<file path="src/rtl/axi_lite_cmd_master.sv">
// Single-outstanding AXI4-lite master driven by a {write, addr, wdata} command stream.
// A watchdog turns a stalled slave into a timeout response; the late beat is drained afterwards.
module axi_lite_cmd_master #(
  parameter int TIMEOUT = 1024
) (
  input  logic        s_axi_aclk,
  input  logic        s_axi_areset,
  input  logic        cmd_tvalid,
  output logic        cmd_tready,
  input  logic        cmd_write,
  input  logic [31:0] cmd_addr,
  input  logic [31:0] cmd_wdata,
  output logic        rsp_tvalid,
  input  logic        rsp_tready,
  output logic [31:0] rsp_rdata,
  output logic [1:0]  rsp_status,
  output logic        rsp_timeout,
  output logic [31:0] m_axi_awaddr,
  output logic        m_axi_awvalid,
  input  logic        m_axi_awready,
  output logic [31:0] m_axi_wdata,
  output logic [3:0]  m_axi_wstrb,
  output logic        m_axi_wvalid,
  input  logic        m_axi_wready,
  input  logic [1:0]  m_axi_bresp,
  input  logic        m_axi_bvalid,
  output logic        m_axi_bready,
  output logic [31:0] m_axi_araddr,
  output logic        m_axi_arvalid,
  input  logic        m_axi_arready,
  input  logic [31:0] m_axi_rdata,
  input  logic [1:0]  m_axi_rresp,
  input  logic        m_axi_rvalid,
  output logic        m_axi_rready
);

  localparam int WDW = (TIMEOUT > 0) ? $clog2(TIMEOUT + 1) : 1;

  typedef enum logic [2:0] {
    IDLE, WR_REQ, WR_RSP, RD_REQ, RD_RSP, RESP, DRAIN
  } state_t;

  state_t         state_q;
  logic [WDW-1:0] wdog_q;
  logic [WDW-1:0] wdog_d;
  logic           cmd_tready_q;
  logic           awvalid_q;
  logic           wvalid_q;
  logic           arvalid_q;
  logic           bready_q;
  logic           rready_q;
  logic           is_wr_q;
  logic           rsp_tvalid_q;
  logic           rsp_timeout_q;
  logic [1:0]     rsp_status_q;
  logic [31:0]    rsp_rdata_q;
  logic [31:0]    addr_q;
  logic [31:0]    wdata_q;

  logic aw_hs, w_hs, ar_hs, b_hs, r_hs, wdog_fire;

  assign aw_hs     = awvalid_q & m_axi_awready;
  assign w_hs      = wvalid_q  & m_axi_wready;
  assign ar_hs     = arvalid_q & m_axi_arready;
  assign b_hs      = bready_q  & m_axi_bvalid;
  assign r_hs      = rready_q  & m_axi_rvalid;
  assign wdog_d    = (wdog_q == '1) ? wdog_q : wdog_q + 1'b1;
  assign wdog_fire = (TIMEOUT != 0) && (wdog_d == TIMEOUT[WDW-1:0]);

  // Command payload needs no reset: it is only observed once a valid is raised.
  always_ff @(posedge s_axi_aclk) begin
    if (cmd_tvalid && cmd_tready_q) begin
      addr_q  <= cmd_addr;
      wdata_q <= cmd_wdata;
    end
  end

  always_ff @(posedge s_axi_aclk) begin
    if (s_axi_areset) begin
      state_q       <= IDLE;
      wdog_q        <= '0;
      cmd_tready_q  <= 1'b1;
      awvalid_q     <= 1'b0;
      wvalid_q      <= 1'b0;
      arvalid_q     <= 1'b0;
      bready_q      <= 1'b0;
      rready_q      <= 1'b0;
      is_wr_q       <= 1'b0;
      rsp_tvalid_q  <= 1'b0;
      rsp_timeout_q <= 1'b0;
      rsp_status_q  <= 2'b00;
      rsp_rdata_q   <= '0;
    end else begin
      // A raised request valid is only ever lowered by its own handshake, in any state.
      if (aw_hs) awvalid_q <= 1'b0;
      if (w_hs)  wvalid_q  <= 1'b0;
      if (ar_hs) arvalid_q <= 1'b0;

      case (state_q)
        IDLE: begin
          if (cmd_tvalid && cmd_tready_q) begin
            cmd_tready_q <= 1'b0;
            wdog_q       <= '0;
            is_wr_q      <= cmd_write;
            if (cmd_write) begin
              awvalid_q <= 1'b1;
              wvalid_q  <= 1'b1;
              state_q   <= WR_REQ;
            end else begin
              arvalid_q <= 1'b1;
              state_q   <= RD_REQ;
            end
          end
        end

        WR_REQ, WR_RSP, RD_REQ, RD_RSP: begin
          wdog_q <= wdog_d;
          if (b_hs || r_hs) begin
            // A completing response beats the watchdog firing in the same cycle.
            rsp_tvalid_q  <= 1'b1;
            rsp_timeout_q <= 1'b0;
            rsp_status_q  <= b_hs ? m_axi_bresp : m_axi_rresp;
            rsp_rdata_q   <= b_hs ? 32'h0 : m_axi_rdata;
            bready_q      <= 1'b0;
            rready_q      <= 1'b0;
            state_q       <= RESP;
          end else if (wdog_fire) begin
            rsp_tvalid_q  <= 1'b1;
            rsp_timeout_q <= 1'b1;
            rsp_status_q  <= 2'b00;
            rsp_rdata_q   <= 32'h0;
            bready_q      <= 1'b0;
            rready_q      <= 1'b0;
            state_q       <= RESP;
          end else if (state_q == WR_REQ && (aw_hs || !awvalid_q) && (w_hs || !wvalid_q)) begin
            bready_q <= 1'b1;
            state_q  <= WR_RSP;
          end else if (state_q == RD_REQ && ar_hs) begin
            rready_q <= 1'b1;
            state_q  <= RD_RSP;
          end
        end

        RESP: begin
          if (rsp_tready) begin
            rsp_tvalid_q <= 1'b0;
            if (rsp_timeout_q) begin
              state_q <= DRAIN;
            end else begin
              cmd_tready_q <= 1'b1;
              state_q      <= IDLE;
            end
          end
        end

        DRAIN: begin
          // Only open the response channel once every request beat has been taken.
          if (b_hs || r_hs) begin
            bready_q     <= 1'b0;
            rready_q     <= 1'b0;
            cmd_tready_q <= 1'b1;
            state_q      <= IDLE;
          end else if (!awvalid_q && !wvalid_q && !arvalid_q) begin
            bready_q <= is_wr_q;
            rready_q <= !is_wr_q;
          end
        end

        default: state_q <= IDLE;
      endcase
    end
  end

  assign cmd_tready    = cmd_tready_q;
  assign rsp_tvalid    = rsp_tvalid_q;
  assign rsp_rdata     = rsp_rdata_q;
  assign rsp_status    = rsp_status_q;
  assign rsp_timeout   = rsp_timeout_q;
  assign m_axi_awaddr  = addr_q;
  assign m_axi_awvalid = awvalid_q;
  assign m_axi_wdata   = wdata_q;
  assign m_axi_wstrb   = 4'hF;
  assign m_axi_wvalid  = wvalid_q;
  assign m_axi_bready  = bready_q;
  assign m_axi_araddr  = addr_q;
  assign m_axi_arvalid = arvalid_q;
  assign m_axi_rready  = rready_q;

endmodule

</file>
<file path="config.mk">
export PLATFORM = sky130hd
export DESIGN_NAME = axi_lite_cmd_master
export DESIGN_NICKNAME = d
export VERILOG_FILES = /design/src/rtl/axi_lite_cmd_master.sv
export SDC_FILE = /design/constraint.sdc
export NUM_CORES = 1
export LEC_CHECK = 0
export ABC_AREA = 1
export CORE_MARGIN = 1.5
export CORE_UTILIZATION = 44
export CTS_CLUSTER_DIAMETER = 80
export DETAILED_ROUTE_END_ITERATION = 6
export GPL_TIMING_DRIVEN = 0
export PLACE_DENSITY = 0.95
export SYNTH_ARGS = -nofsm -noshare
export SYNTH_HDL_FRONTEND = slang
export SYNTH_SLANG_ARGS = --single-unit
</file>
<file path="constraint.sdc">
create_clock -name s_axi_aclk -period 5 [get_ports s_axi_aclk]
set_clock_uncertainty 0.15 [all_clocks]
set_input_delay 0.5 -clock s_axi_aclk [delete_from_list [all_inputs] [get_ports s_axi_aclk]]
set_output_delay 0.5 -clock s_axi_aclk [all_outputs]
set_load 0.005 [all_outputs]
</file>
==> flow_results.xml <==
<?xml version="1.0" encoding="UTF-8"?>
<metrics>
  <group name="run_status">
    <metric name="run_status" unit="">finished clean</metric>
  </group>
  <group name="placement">
    <metric name="hpwl" unit="um">11700</metric>
    <metric name="place_congestion" unit="">0.892</metric>
    <metric name="placed_cell_area" unit="mm^2">0.00786</metric>
    <metric name="port_buffers" unit="">247</metric>
    <metric name="dp_slack" unit="ns">2.52</metric>
    <metric name="dp.cells" unit="">878</metric>
  </group>
  <group name="critical_path">
    <metric name="cp_slowest_cell" unit="">dfxtp_1</metric>
    <metric name="start_to_end_type_of_the_worst_setup_path" unit="">register to register</metric>
    <metric name="critPathLaunchType" unit="">register</metric>
    <metric name="critical_path.top_delay_family" unit="">simple AND/OR/NAND/NOR gates</metric>
    <metric name="crit_top_cell" unit="">nand2_1</metric>
    <metric name="critical_path_buf_inv_count" unit="">1</metric>
    <metric name="critical_path_required" unit="ns">5.18</metric>
    <metric name="worstPathCellList" unit="">ha_1 -&gt; nand2_2 -&gt; nor2_4 -&gt; nand3_4 -&gt; nand2_1 -&gt; nand2_1 -&gt; nand3_1 -&gt; nor2_2 -&gt; nand2_2 -&gt; nand2_4 -&gt; nand2_8 -&gt; buf_2 -&gt; nand2_1 -&gt; a21oi_2</metric>
    <metric name="critPathArrivalTime" unit="ns">2.68</metric>
    <metric name="rr_startpoint" unit="">wdog_q[0]$_SDFFE_PP0P_</metric>
    <metric name="startpoint" unit="">wdog_q[0]$_SDFFE_PP0P_</metric>
    <metric name="critical-path-max-stage-delay" unit="ns">0.45</metric>
    <metric name="cp_max_fo" unit="">10</metric>
    <metric name="endpoint_kind" unit="">register</metric>
  </group>
  <group name="floorplanning">
    <metric name="initial_core_util" unit="%">45.2</metric>
    <metric name="ioPinCount" unit="">252</metric>
    <metric name="placeableCoreArea" unit="mm^2">0.0115</metric>
    <metric name="rows" unit="">39</metric>
    <metric name="dieArea" unit="mm^2">0.0124</metric>
    <metric name="die_width" unit="um">112</metric>
    <metric name="die_h" unit="um">112</metric>
  </group>
  <group name="sta">
    <metric name="max_slew_margin" unit="%">50.5</metric>
    <metric name="hold_ws" unit="ns">0.312</metric>
    <metric name="report.final.setup_viol" unit="">0</metric>
    <metric name="finalSetupTns" unit="ns">0</metric>
    <metric name="fmax" unit="MHz">400</metric>
    <metric name="finalWorstPathRequiredPeriod" unit="ns">2.50</metric>
    <metric name="finalCritPeriodShare" unit="%">50.0</metric>
    <metric name="timing.final.ws_setup" unit="ns">2.50</metric>
    <metric name="tightestPinTransition" unit="ns">0.742</metric>
    <metric name="rsz_0062_raised_after_global_routing" unit="">no</metric>
    <metric name="slew_violations" unit="">0</metric>
    <metric name="final-hold-violation-count" unit="">0</metric>
  </group>
  <group name="finish">
    <metric name="stdcell_count" unit="">910</metric>
    <metric name="drive_above_1_share" unit="%">19.2</metric>
    <metric name="synthToLayoutAreaGrowth" unit="%">62.3</metric>
    <metric name="insertedDiodeCount" unit="">0</metric>
    <metric name="layout_commonest_cell" unit="">clkdlybuf4s50_1</metric>
    <metric name="num-nets-final" unit="">865</metric>
    <metric name="layout.cells.most_common_list" unit="">clkdlybuf4s50_1 (247), nand2_1 (98), edfxtp_1 (64), dfxtp_1 (57), buf_4 (39)</metric>
    <metric name="layout.core_utilization" unit="%">73.3</metric>
    <metric name="finalInstanceArea" unit="mm^2">0.00841</metric>
  </group>
  <group name="worst_hold_path">
    <metric name="timing.hold.worst.class" unit="">register to register</metric>
    <metric name="min_from" unit="">rsp_tvalid$_SDFFE_PP0P_</metric>
  </group>
  <group name="route">
    <metric name="drc_violations_left" unit="">0</metric>
    <metric name="drt-wirelength-per-cell" unit="um">17.5</metric>
    <metric name="detail_route.first_pass.iterations" unit="">5</metric>
    <metric name="drt_iter0_drc" unit="">407</metric>
    <metric name="via_per_inst" unit="">4.99</metric>
    <metric name="routed-via-count" unit="">4538</metric>
    <metric name="drtAntennaViolNets" unit="">0</metric>
    <metric name="wirelength" unit="um">16000</metric>
  </group>
  <group name="synthesis">
    <metric name="netlist.top_cell.by_area" unit="">edfxtp_1</metric>
    <metric name="yosys_warnings" unit="">0</metric>
    <metric name="synthFlopType" unit="">edfxtp_1</metric>
    <metric name="syn-instance-count" unit="">484</metric>
    <metric name="post_synth_num_cell_types" unit="">37</metric>
    <metric name="synth.yosys.seq_area_share" unit="%">59.1</metric>
    <metric name="yosys_top_cell_area_share" unit="%">37.1</metric>
    <metric name="synth_edf_count" unit="">64</metric>
    <metric name="average_size_of_a_mapped_cell" unit="um^2">10.7</metric>
    <metric name="synth.cell_area" unit="mm^2">0.00518</metric>
    <metric name="ys_top_cells_by_area" unit="">edfxtp_1 (37%), dfxtp_1 (22%), nand2_1 (7.1%)</metric>
    <metric name="synth.ff_latch_count" unit="">121</metric>
    <metric name="async_flop_share" unit="%">0</metric>
  </group>
  <group name="clock_network">
    <metric name="tritoncts_num_sinks" unit="">121</metric>
    <metric name="cts_made_buffers" unit="">17</metric>
    <metric name="post-cts-setup-buffer-count" unit="">0</metric>
    <metric name="maximum_buffer_depth_of_the_clock_tree" unit="">2</metric>
    <metric name="holdBufCountCts" unit="">0</metric>
    <metric name="worstSkewPairLatency" unit="ns">0.41</metric>
    <metric name="worst_setup_hold_path_clk_slew" unit="ns">0.05</metric>
    <metric name="cts_root_buffer" unit="">clkbuf_16</metric>
    <metric name="post_cts_sizing_count" unit="">0</metric>
    <metric name="tritoncts" unit="">done</metric>
    <metric name="cts_h_tree_lvls" unit="">4</metric>
  </group>
  <group name="global_route">
    <metric name="wire_length_of_the_first_global_routing_pass" unit="um">24300</metric>
    <metric name="grt_util_all_layers" unit="%">25.6</metric>
    <metric name="grt_max_degree" unit="">47</metric>
    <metric name="number_of_global_route_vias_before_repair" unit="">4515</metric>
    <metric name="grt_antenna_before_repair" unit="">0</metric>
    <metric name="grt_overflow" unit="">0</metric>
  </group>
  <group name="power">
    <metric name="p_leak" unit="nW">3.05</metric>
    <metric name="totalPowerFinal" unit="mW">3.39</metric>
    <metric name="ir_worst_vdd" unit="uV">325</metric>
    <metric name="power_density" unit="mW/mm^2">404</metric>
  </group>
  <group name="flow_run">
    <metric name="cap_viol_max_count" unit="">0</metric>
  </group>
</metrics>
per-layer routing:
layer / GRT usage [%] / wire, um
met5: 0 / 0
met4: 9.96 / 424
met3: 7.51 / 1090
met2: 45.7 / 8320
met1: 28.7 / 6140
synthesized netlist by cell type (all sizes together), types with 2 or more instances:
master,count
a32o,2
nand3,46
clkbuf,6
inv,36
a21oi,49
nand2,103
dfxtp,57
buf,46
or2,3
o21bai,2
nand4,6
edfxtp,64
o22ai,2
o21ai,13
nor2,40
logic make-up (layout without fill, tap and decap cells):
| kind of cell | after synthesis | in the layout | synth area share (%) |
|---|---|---|---|
| AOI/OAI and AO/OA | 72 | 72 | 9.47 |
| xor gates and xnor gates | 1 | 1 | 0.169 |
| adders and majority gates | 1 | 1 | 0.242 |
| buffers and inverters | 88 | 368 | 10.4 |
| DFF | 121 | 121 | 59.1 |
| other | 1 | 4 | 0.0724 |
| and+or+nand+nor | 200 | 200 | 20.5 |
power by group:
group | total (mW) | internal (mW) | switching [mW] | leakage [nW]
Combinational | 0.981 | 0.486 | 0.496 | 1.71
Clock | 1.14 | 0.723 | 0.420 | 0.262
Sequential | 1.27 | 1.19 | 0.0812 | 1.08
Total | 3.39 | 2.40 | 0.996 | 3.05
worst register-to-register path: stages, from the launching register on:
cell and delay, ns:
dfxtp_1 0.45, ha_1 0.27, nand2_2 0.10, nor2_4 0.16, nand3_4 0.17, nand2_1 0.13, nand2_1 0.06, nand3_1 0.10
nor2_2 0.06, nand2_2 0.09, nand2_4 0.09, nand2_8 0.12, buf_2 0.24, nand2_1 0.11, a21oi_2 0.15
registers in the layout, indices dropped and copies added, names as in the netlist:
name	count
m_axi_araddr	32
m_axi_wdata	32
rsp_rdata	32
wdog_q	11
state_q	3
rsp_status	2
cmd_tready	1
is_wr_q	1
m_axi_arvalid	1
m_axi_awvalid	1
m_axi_bready	1
m_axi_rready	1
m_axi_wvalid	1
rsp_timeout	1
rsp_tvalid	1
worst paths after layout:
path / endpoint / slack, ns / cells after the start
hold / removal: rsp_tvalid$_SDFFE_PP0P_ / 0.31 / 2
hold reg to reg: rsp_tvalid$_SDFFE_PP0P_ / 0.31 / 2
setup / recovery: rsp_rdata[0]$_SDFFE_PP0P_ / 2.50 / 14
setup reg to reg: rsp_rdata[0]$_SDFFE_PP0P_ / 2.50 / 14
cell type report:
type                            instances  area, um^2
Tap cell                              143         179
Buffer                                 52         395
Clock inverter                         11         105
Fill cell                             739        3060
Inverter                               36         143
Clock buffer                           21         440
Timing Repair Buffer                  248        2490
Multi-Input combinational cell        278        1590
Sequential cell                       121        3060
(Power assumes the default switching activity.)
